<file path="src/rtl/ht_phase_sequencer.sv">
// Sequences one hash-table instance through clear/init/build/drain/probe/flush per partition.
// Latency: stream-to-table valid/ready/data paths are combinational; phase control is registered.
// Backpressure: table readies pass straight back to the active stream; the inactive stream sees ready=0.
module ht_phase_sequencer #(
  parameter int NUM_ROWS     = 8,
  parameter int CLEAR_CYCLES = 2,
  parameter int DRAIN_CYCLES = 4,
  parameter int PART_BITS    = 8,
  parameter int CNT_BITS     = 32
) (
  input  logic                 clk,
  input  logic                 resetn,
  input  logic                 start,
  input  logic [PART_BITS-1:0] num_partitions,
  input  logic                 s_build_valid,
  output logic                 s_build_ready,
  input  logic                 s_build_last,
  input  logic [63:0]          s_build_data,
  input  logic [31:0]          s_build_hash,
  input  logic                 s_probe_valid,
  output logic                 s_probe_ready,
  input  logic                 s_probe_last,
  input  logic [63:0]          s_probe_data,
  input  logic [31:0]          s_probe_hash,
  output logic                 ht_resetn,
  output logic                 ht_in_valid_build,
  input  logic                 ht_in_ready_build,
  output logic                 ht_last_build,
  output logic                 ht_in_valid_probe,
  input  logic                 ht_in_ready_probe,
  output logic                 ht_last_probe,
  output logic [63:0]          ht_data,
  output logic [31:0]          ht_hash,
  output logic [63:0]          ht_serialnum,
  input  logic                 ht_out_valid,
  input  logic                 ht_out_last,
  input  logic                 ht_out_was_joined,
  input  logic                 out_ready,
  output logic [PART_BITS-1:0] part_idx,
  output logic                 busy,
  output logic                 done,
  output logic [CNT_BITS-1:0]  build_cnt,
  output logic [CNT_BITS-1:0]  probe_cnt,
  output logic [CNT_BITS-1:0]  match_cnt,
  output logic [CNT_BITS-1:0]  total_match
);

  typedef enum logic [2:0] {
    S_IDLE, S_CLEAR, S_INIT, S_BUILD, S_DRAIN, S_PROBE, S_FLUSH, S_DONE
  } state_t;

  // Terminal values of the shared phase counter; INIT waits NUM_ROWS+1 cycles.
  localparam logic [15:0] CLEAR_LAST = 16'(CLEAR_CYCLES - 1);
  localparam logic [15:0] INIT_LAST  = 16'(NUM_ROWS);
  localparam logic [15:0] DRAIN_LAST = 16'(DRAIN_CYCLES - 1);
  localparam logic [CNT_BITS-1:0]  CNT_ONE  = CNT_BITS'(1);
  localparam logic [PART_BITS-1:0] PART_ONE = PART_BITS'(1);

  state_t               state;
  logic [15:0]          phase_cnt;
  logic [PART_BITS-1:0] num_parts;
  logic [63:0]          serial;

  logic in_build;
  logic in_probe;
  logic build_fire;
  logic probe_fire;
  logic res_seen;
  logic match_hit;
  logic last_part;

  assign in_build = (state == S_BUILD);
  assign in_probe = (state == S_PROBE);

  // Zero-latency forwarding, gated so each stream only reaches the table in its own phase.
  assign ht_in_valid_build = in_build & s_build_valid;
  assign s_build_ready     = in_build & ht_in_ready_build;
  assign ht_last_build     = in_build & s_build_last;
  assign ht_in_valid_probe = in_probe & s_probe_valid;
  assign s_probe_ready     = in_probe & ht_in_ready_probe;
  assign ht_last_probe     = in_probe & s_probe_last;
  assign ht_data           = in_probe ? s_probe_data : s_build_data;
  assign ht_hash           = in_probe ? s_probe_hash : s_build_hash;
  assign ht_serialnum      = serial;

  assign build_fire = in_build & s_build_valid & ht_in_ready_build;
  assign probe_fire = in_probe & s_probe_valid & ht_in_ready_probe;
  assign res_seen   = ht_out_valid & out_ready;
  assign match_hit  = (in_probe | (state == S_FLUSH)) & res_seen & ht_out_was_joined;
  assign last_part  = (part_idx == (num_parts - PART_ONE));

  // Phase FSM with registered status, table reset and statistics.
  always_ff @(posedge clk) begin
    if (!resetn) begin
      state       <= S_IDLE;
      phase_cnt   <= '0;
      num_parts   <= '0;
      serial      <= '0;
      ht_resetn   <= 1'b0;
      part_idx    <= '0;
      busy        <= 1'b0;
      done        <= 1'b0;
      build_cnt   <= '0;
      probe_cnt   <= '0;
      match_cnt   <= '0;
      total_match <= '0;
    end else begin
      // Result matches only occur in PROBE/FLUSH, so they never collide with the clears below.
      if (match_hit) begin
        match_cnt   <= match_cnt + CNT_ONE;
        total_match <= total_match + CNT_ONE;
      end
      case (state)
        S_IDLE, S_DONE: begin
          if (start) begin
            num_parts   <= num_partitions;
            total_match <= '0;
            part_idx    <= '0;
            phase_cnt   <= '0;
            if (num_partitions == '0) begin
              state <= S_DONE;
              done  <= 1'b1;
              busy  <= 1'b0;
            end else begin
              state <= S_CLEAR;
              done  <= 1'b0;
              busy  <= 1'b1;
            end
          end
        end
        S_CLEAR: begin
          ht_resetn <= 1'b0;
          build_cnt <= '0;
          probe_cnt <= '0;
          match_cnt <= '0;
          serial    <= '0;
          if (phase_cnt == CLEAR_LAST) begin
            state     <= S_INIT;
            ht_resetn <= 1'b1;
            phase_cnt <= '0;
          end else begin
            phase_cnt <= phase_cnt + 16'd1;
          end
        end
        S_INIT: begin
          if (phase_cnt == INIT_LAST) begin
            state     <= S_BUILD;
            phase_cnt <= '0;
          end else begin
            phase_cnt <= phase_cnt + 16'd1;
          end
        end
        S_BUILD: begin
          if (build_fire) begin
            build_cnt <= build_cnt + CNT_ONE;
            if (s_build_last) begin
              state     <= S_DRAIN;
              phase_cnt <= '0;
            end
          end
        end
        S_DRAIN: begin
          if (phase_cnt == DRAIN_LAST) begin
            state     <= S_PROBE;
            phase_cnt <= '0;
          end else begin
            phase_cnt <= phase_cnt + 16'd1;
          end
        end
        S_PROBE: begin
          if (probe_fire) begin
            serial    <= serial + 64'd1;
            probe_cnt <= probe_cnt + CNT_ONE;
            if (s_probe_last) state <= S_FLUSH;
          end
        end
        S_FLUSH: begin
          if (res_seen && ht_out_last) begin
            ht_resetn <= 1'b0;
            phase_cnt <= '0;
            if (last_part) begin
              state <= S_DONE;
              done  <= 1'b1;
              busy  <= 1'b0;
            end else begin
              state    <= S_CLEAR;
              part_idx <= part_idx + PART_ONE;
            end
          end
        end
        default: state <= S_IDLE;
      endcase
    end
  end

endmodule

</file>
<file path="config.mk">
export PLATFORM = sky130hd
export DESIGN_NAME = ht_phase_sequencer
export DESIGN_NICKNAME = d
export VERILOG_FILES = /design/src/rtl/ht_phase_sequencer.sv
export SDC_FILE = /design/constraint.sdc
export NUM_CORES = 1
export LEC_CHECK = 0
export ABC_CLOCK_PERIOD_IN_PS = 4210
export CAP_MARGIN = 20
export CORE_AREA = 5 5 197 199
export DETAILED_ROUTE_END_ITERATION = 10
export DIE_AREA = 0 0 202 204
export GPL_TIMING_DRIVEN = 0
export PLACE_DENSITY = 0.65
export SLEW_MARGIN = 20
export SYNTH_ARGS = -nofsm -noshare
export SYNTH_HDL_FRONTEND = slang
export SYNTH_SLANG_ARGS = --single-unit
export TNS_END_PERCENT = 10
</file>
<file path="constraint.sdc">
create_clock -name clk -period 4.21 [get_ports clk]
set_input_delay 0.421 -clock clk [delete_from_list [all_inputs] [get_ports clk]]
set_output_delay 0.421 -clock clk [all_outputs]
set_load 0.02 [all_outputs]
</file>
==> out/qor.txt <==
========================================================================================================
Status                                                                                      finished clean
HPWL after detailed placement                                                                    46.3 mm
Yosys warnings                                                                                         0
Share of final-layout standard cells stronger than drive strength 1                                9.54%
Fin. Hold Viols                                                                                        0
Main combinational cell family by area after synthesis                                      simple AND/OR/NAND/NOR gates
Post-synthesis sequential element count                                                              230
Remaining DRCs                                                                                         0
Maximum clock rate                                                                             0.254 GHz
Top library cells by usage in the layout, fill and taps aside                               sky130_fd_sc_hd__clkdlybuf4s50_1 (517), sky130_fd_sc_hd__dfxtp_1 (230), sky130_fd_sc_hd__nor2_1 (200), sky130_fd_sc_hd__mux2_2 (99), sky130_fd_sc_hd__xor2_1 (98)
Leakage                                                                                          6.51 nW
Count of hold-fix buffers inserted at cts                                                              0
Sequential element share of the synthesized area                                                   37.9%
Adder and majority cell fraction of the synthesized area                                           1.03%
Clock sink total                                                                                     230
Most common cell after layout, fill and taps aside                                          sky130_fd_sc_hd__clkdlybuf4s50_1
RSZ-0062 raised after global routing                                                                  no
Crit Path Max Fanout                                                                                  10
Async S/R FF share, synth                                                                             0%
Filler Cell Count                                                                                   3465
Fraction of power consumed by combinational cells                                                  22.0%
Worst R2R Start                                                                             state[0]$_SDFFE_PN0P_
H-tree depth reported by CTS                                                                           1
Maximum number of pins on one net before global-route repair                                          14
Number of enable flip-flop cells after synthesis                                                       0
Area added between synthesis and finish                                                            55.2%
Final critical-path setup slack                                                                 0.267 ns
Detailed-route vias per instance                                                                    5.17
Overall routed net length                                                                        55.9 mm
Number of clock buffers inserted by TritonCTS                                                         28
Summed instance area of the synthesized netlist                                              0.0122 mm^2
Total global routing track utilization                                                             25.6%
Hold WC Path Type                                                                           register to register
Worst setup EP type                                                                          output port
Area share of xor/xnor cells in the synthesized design                                             12.2%
Final Net Count                                                                                     2182
Max capacitance violation total                                                                        0
Multi-input gate area                                                                       0.00711 mm^2
Post-CTS setup buffer count                                                                            0
Yosys top cell area share                                                                          37.9%
Leading register cell type out of synthesis                                                 sky130_fd_sc_hd__dfxtp_1
GPL Wtd Cong                                                                                       0.978
Setup violators final                                                                                  0
Part of the total power dissipated in the clock network                                            40.3%
Setup slack after placement                                                                     0.561 ns
Starting density of the core                                                                       32.8%
CTS tree                                                                                            done
Cell area after placement                                                                    0.0179 mm^2
Antenna Nets Post-Route                                                                                0
Number of global-route vias before repair                                                          12.1k
Unique cell type count in the Yosys netlist                                                           70
Startpoint class of the critical path                                                           register
Post-CTS clock slew at the launch and capture registers of the worst setup and hold paths        0.06 ns
Die width                                                                                         202 um
Net switching component of the power                                                           0.00172 W
Average size of a mapped cell                                                                  8.61 um^2
Count of buffers from port buffering                                                                 517
Timing startpoint of the critical path                                                      state[2]$_SDFFE_PN0P_
Clock tree skew after final layout                                                            0.00866 ns
Critical path arrival                                                                            3.52 ns
Clock latency reported for the late side of the worst-skew pair                                  0.55 ns
Total via count in the routed design                                                               12.7k
Worst endpoint required time                                                                     3.79 ns
Core Area                                                                                    0.0370 mm^2
Internal Power                                                                                 0.00425 W
GR Overflow Total                                                                                      0
Number of antenna violations at the first check in global routing                                     14
Floorplan die height                                                                              204 um
Die Outline Area                                                                             0.0412 mm^2
Sequential cell fraction of total power                                                            37.7%
Type of the setup path with the least slack                                                 register to output port
Share of cell area taken by muxes after synthesis                                                  9.91%
Post-synthesis compound-gate area fraction                                                         6.59%
Drt initial violations                                                                               707
Power per Cell Area                                                                          317 mW/mm^2
First-pass GRT wire length                                                                       80.3 mm
Relative max-transition margin                                                                     35.5%
Portion of the clock cycle consumed by the worst path in the final layout                          93.7%
Root cell of the clock tree                                                                 sky130_fd_sc_hd__clkbuf_16
Crit path time final                                                                             3.94 ns
Final sum of negative setup slack                                                                   0 ns
Leading post-synthesis cells by cell area                                                   sky130_fd_sc_hd__dfxtp_1 (38%), sky130_fd_sc_hd__mux2_2 (9.2%), sky130_fd_sc_hd__xor2_1 (7.1%), sky130_fd_sc_hd__nor2_1 (6.2%), sky130_fd_sc_hd__xnor2_1 (5.2%)
Number of standard cells after synthesis                                                            1412
Peak supply drop                                                                                0.253 mV
Post-layout instance area                                                                    0.0189 mm^2
Number of top-level pins                                                                             518
DR pass1 iterations                                                                                    5
Standard-cell row count                                                                               71
Net Count, Synth                                                                                    1635
Post-synthesis simple-gate area fraction                                                           28.7%
Number of buffers on the longest clock path                                                            3
Average detailed-routed wire length per instance                                                 22.8 um
Final Max Slew Viols                                                                                   0
Sw Ratio                                                                                           28.9%
Transition time at the pin with the least slew margin                                           0.958 ns
Reg area                                                                                    0.00460 mm^2
Synth area leader                                                                           sky130_fd_sc_hd__dfxtp_1
Worst Min Path Start                                                                        ht_resetn$_SDFFE_PN0P_
========================================================================================================
[registers in the layout, summed over array words and instances (netlist names), 8 cells and up]
name          flops
ht_serialnum     64
phase_cnt        16
total_match      32
probe_cnt        32
part_idx          8
build_cnt        32
match_cnt        32
num_parts         8
[worst paths after layout]
| check | endpoint | cells past startpoint | slack (ns) |
|---|---|---|---|
| hold reg to reg | ht_resetn$_SDFFE_PN0P_ | 2 | 0.47 |
| setup / recovery | ht_hash[8] | 7 | 0.27 |
| hold / removal | ht_resetn$_SDFFE_PN0P_ | 2 | 0.47 |
| setup reg to reg | ht_serialnum[5]$_SDFFE_PN0P_ | 7 | 1.42 |
[per-stage QoR]
stage / total power, W / hold WS (ns) / instances / util [%]
floorplan: 0.00301 / 0.450 / 1412 / -
global placement: 0.00360 / 0.465 / 2403 / 48.4
detailed placement: 0.00360 / 0.469 / 2403 / 48.4
CTS: 0.00603 / 0.476 / 2455 / 50.9
global route: 0.00624 / 0.500 / 2459 / 50.9
finish: 0.00597 / 0.473 / 2459 / 50.9
[synth_stat cells, drive strengths merged (40+ instances only)]
library cell	n
o21ai	47
xnor2	72
clkbuf	42
a21oi	50
nor3	44
nor2	200
inv	40
mux2	99
nand2	93
nand4	63
xor2	98
nand3	81
dfxtp	230
[routing by layer]
layer  up-vias  GRT usage [%]  routed length [um]
met3        62           7.22                4440
met1      6098           31.4               23000
met5         -              0                  13
li1       6084              -                   -
met2       467           44.7               27500
met4         2           5.83                1030
[cell families (layout without fill, tap and decap cells)]
group / count (synthesis) / count (layout)
compound gates: 136 / 136
xor+xnor: 170 / 170
fa+ha+maj: 10 / 10
buf+inv: 103 / 672
flops: 230 / 230
mux: 108 / 108
other cells: 0 / 4
simple gates: 655 / 655
[repair_timing]
item                                    in CTS  in global routing
hold endpoints to repair                     0                  0
endpoints found under the setup margin       5                  0
gates resized for setup                      1                  0
[final cells by class]
type / instances / area share, %
timing repair buffer: 517 / 27.4
tap: 474 / 3.14
buffer: 63 / 1.54
clock buffer: 46 / 4.66
sequential: 230 / 24.4
inverter: 40 / 0.796
clock inverter: 6 / 0.292
antenna: 4 / 0.0530
multi-input combinational: 1079 / 37.7
[power by group through the flow]
| stage | Combinational [W] | Clock, W | Sequential, W |
|---|---|---|---|
| detailed placement | 0.00131 | 0 | 0.00230 |
| global route | 0.00142 | 0.00257 | 0.00226 |
| global placement | 0.00130 | 0 | 0.00230 |
| finish | 0.00132 | 0.00241 | 0.00225 |
| floorplan | 0.000712 | 0 | 0.00230 |
| CTS | 0.00132 | 0.00246 | 0.00225 |
[worst max-delay path, stage by stage, from the launching register on]
cell,delay (ns)
sky130_fd_sc_hd__dfxtp_1,0.33
sky130_fd_sc_hd__buf_4,0.17
sky130_fd_sc_hd__buf_4,0.19
sky130_fd_sc_hd__and3b_1,0.24
sky130_fd_sc_hd__clkbuf_2,0.34
sky130_fd_sc_hd__clkbuf_1,0.60
sky130_fd_sc_hd__mux2_2,0.49
sky130_fd_sc_hd__clkdlybuf4s50_1,0.58
Note: power is estimated with default switching activity, not from simulation.
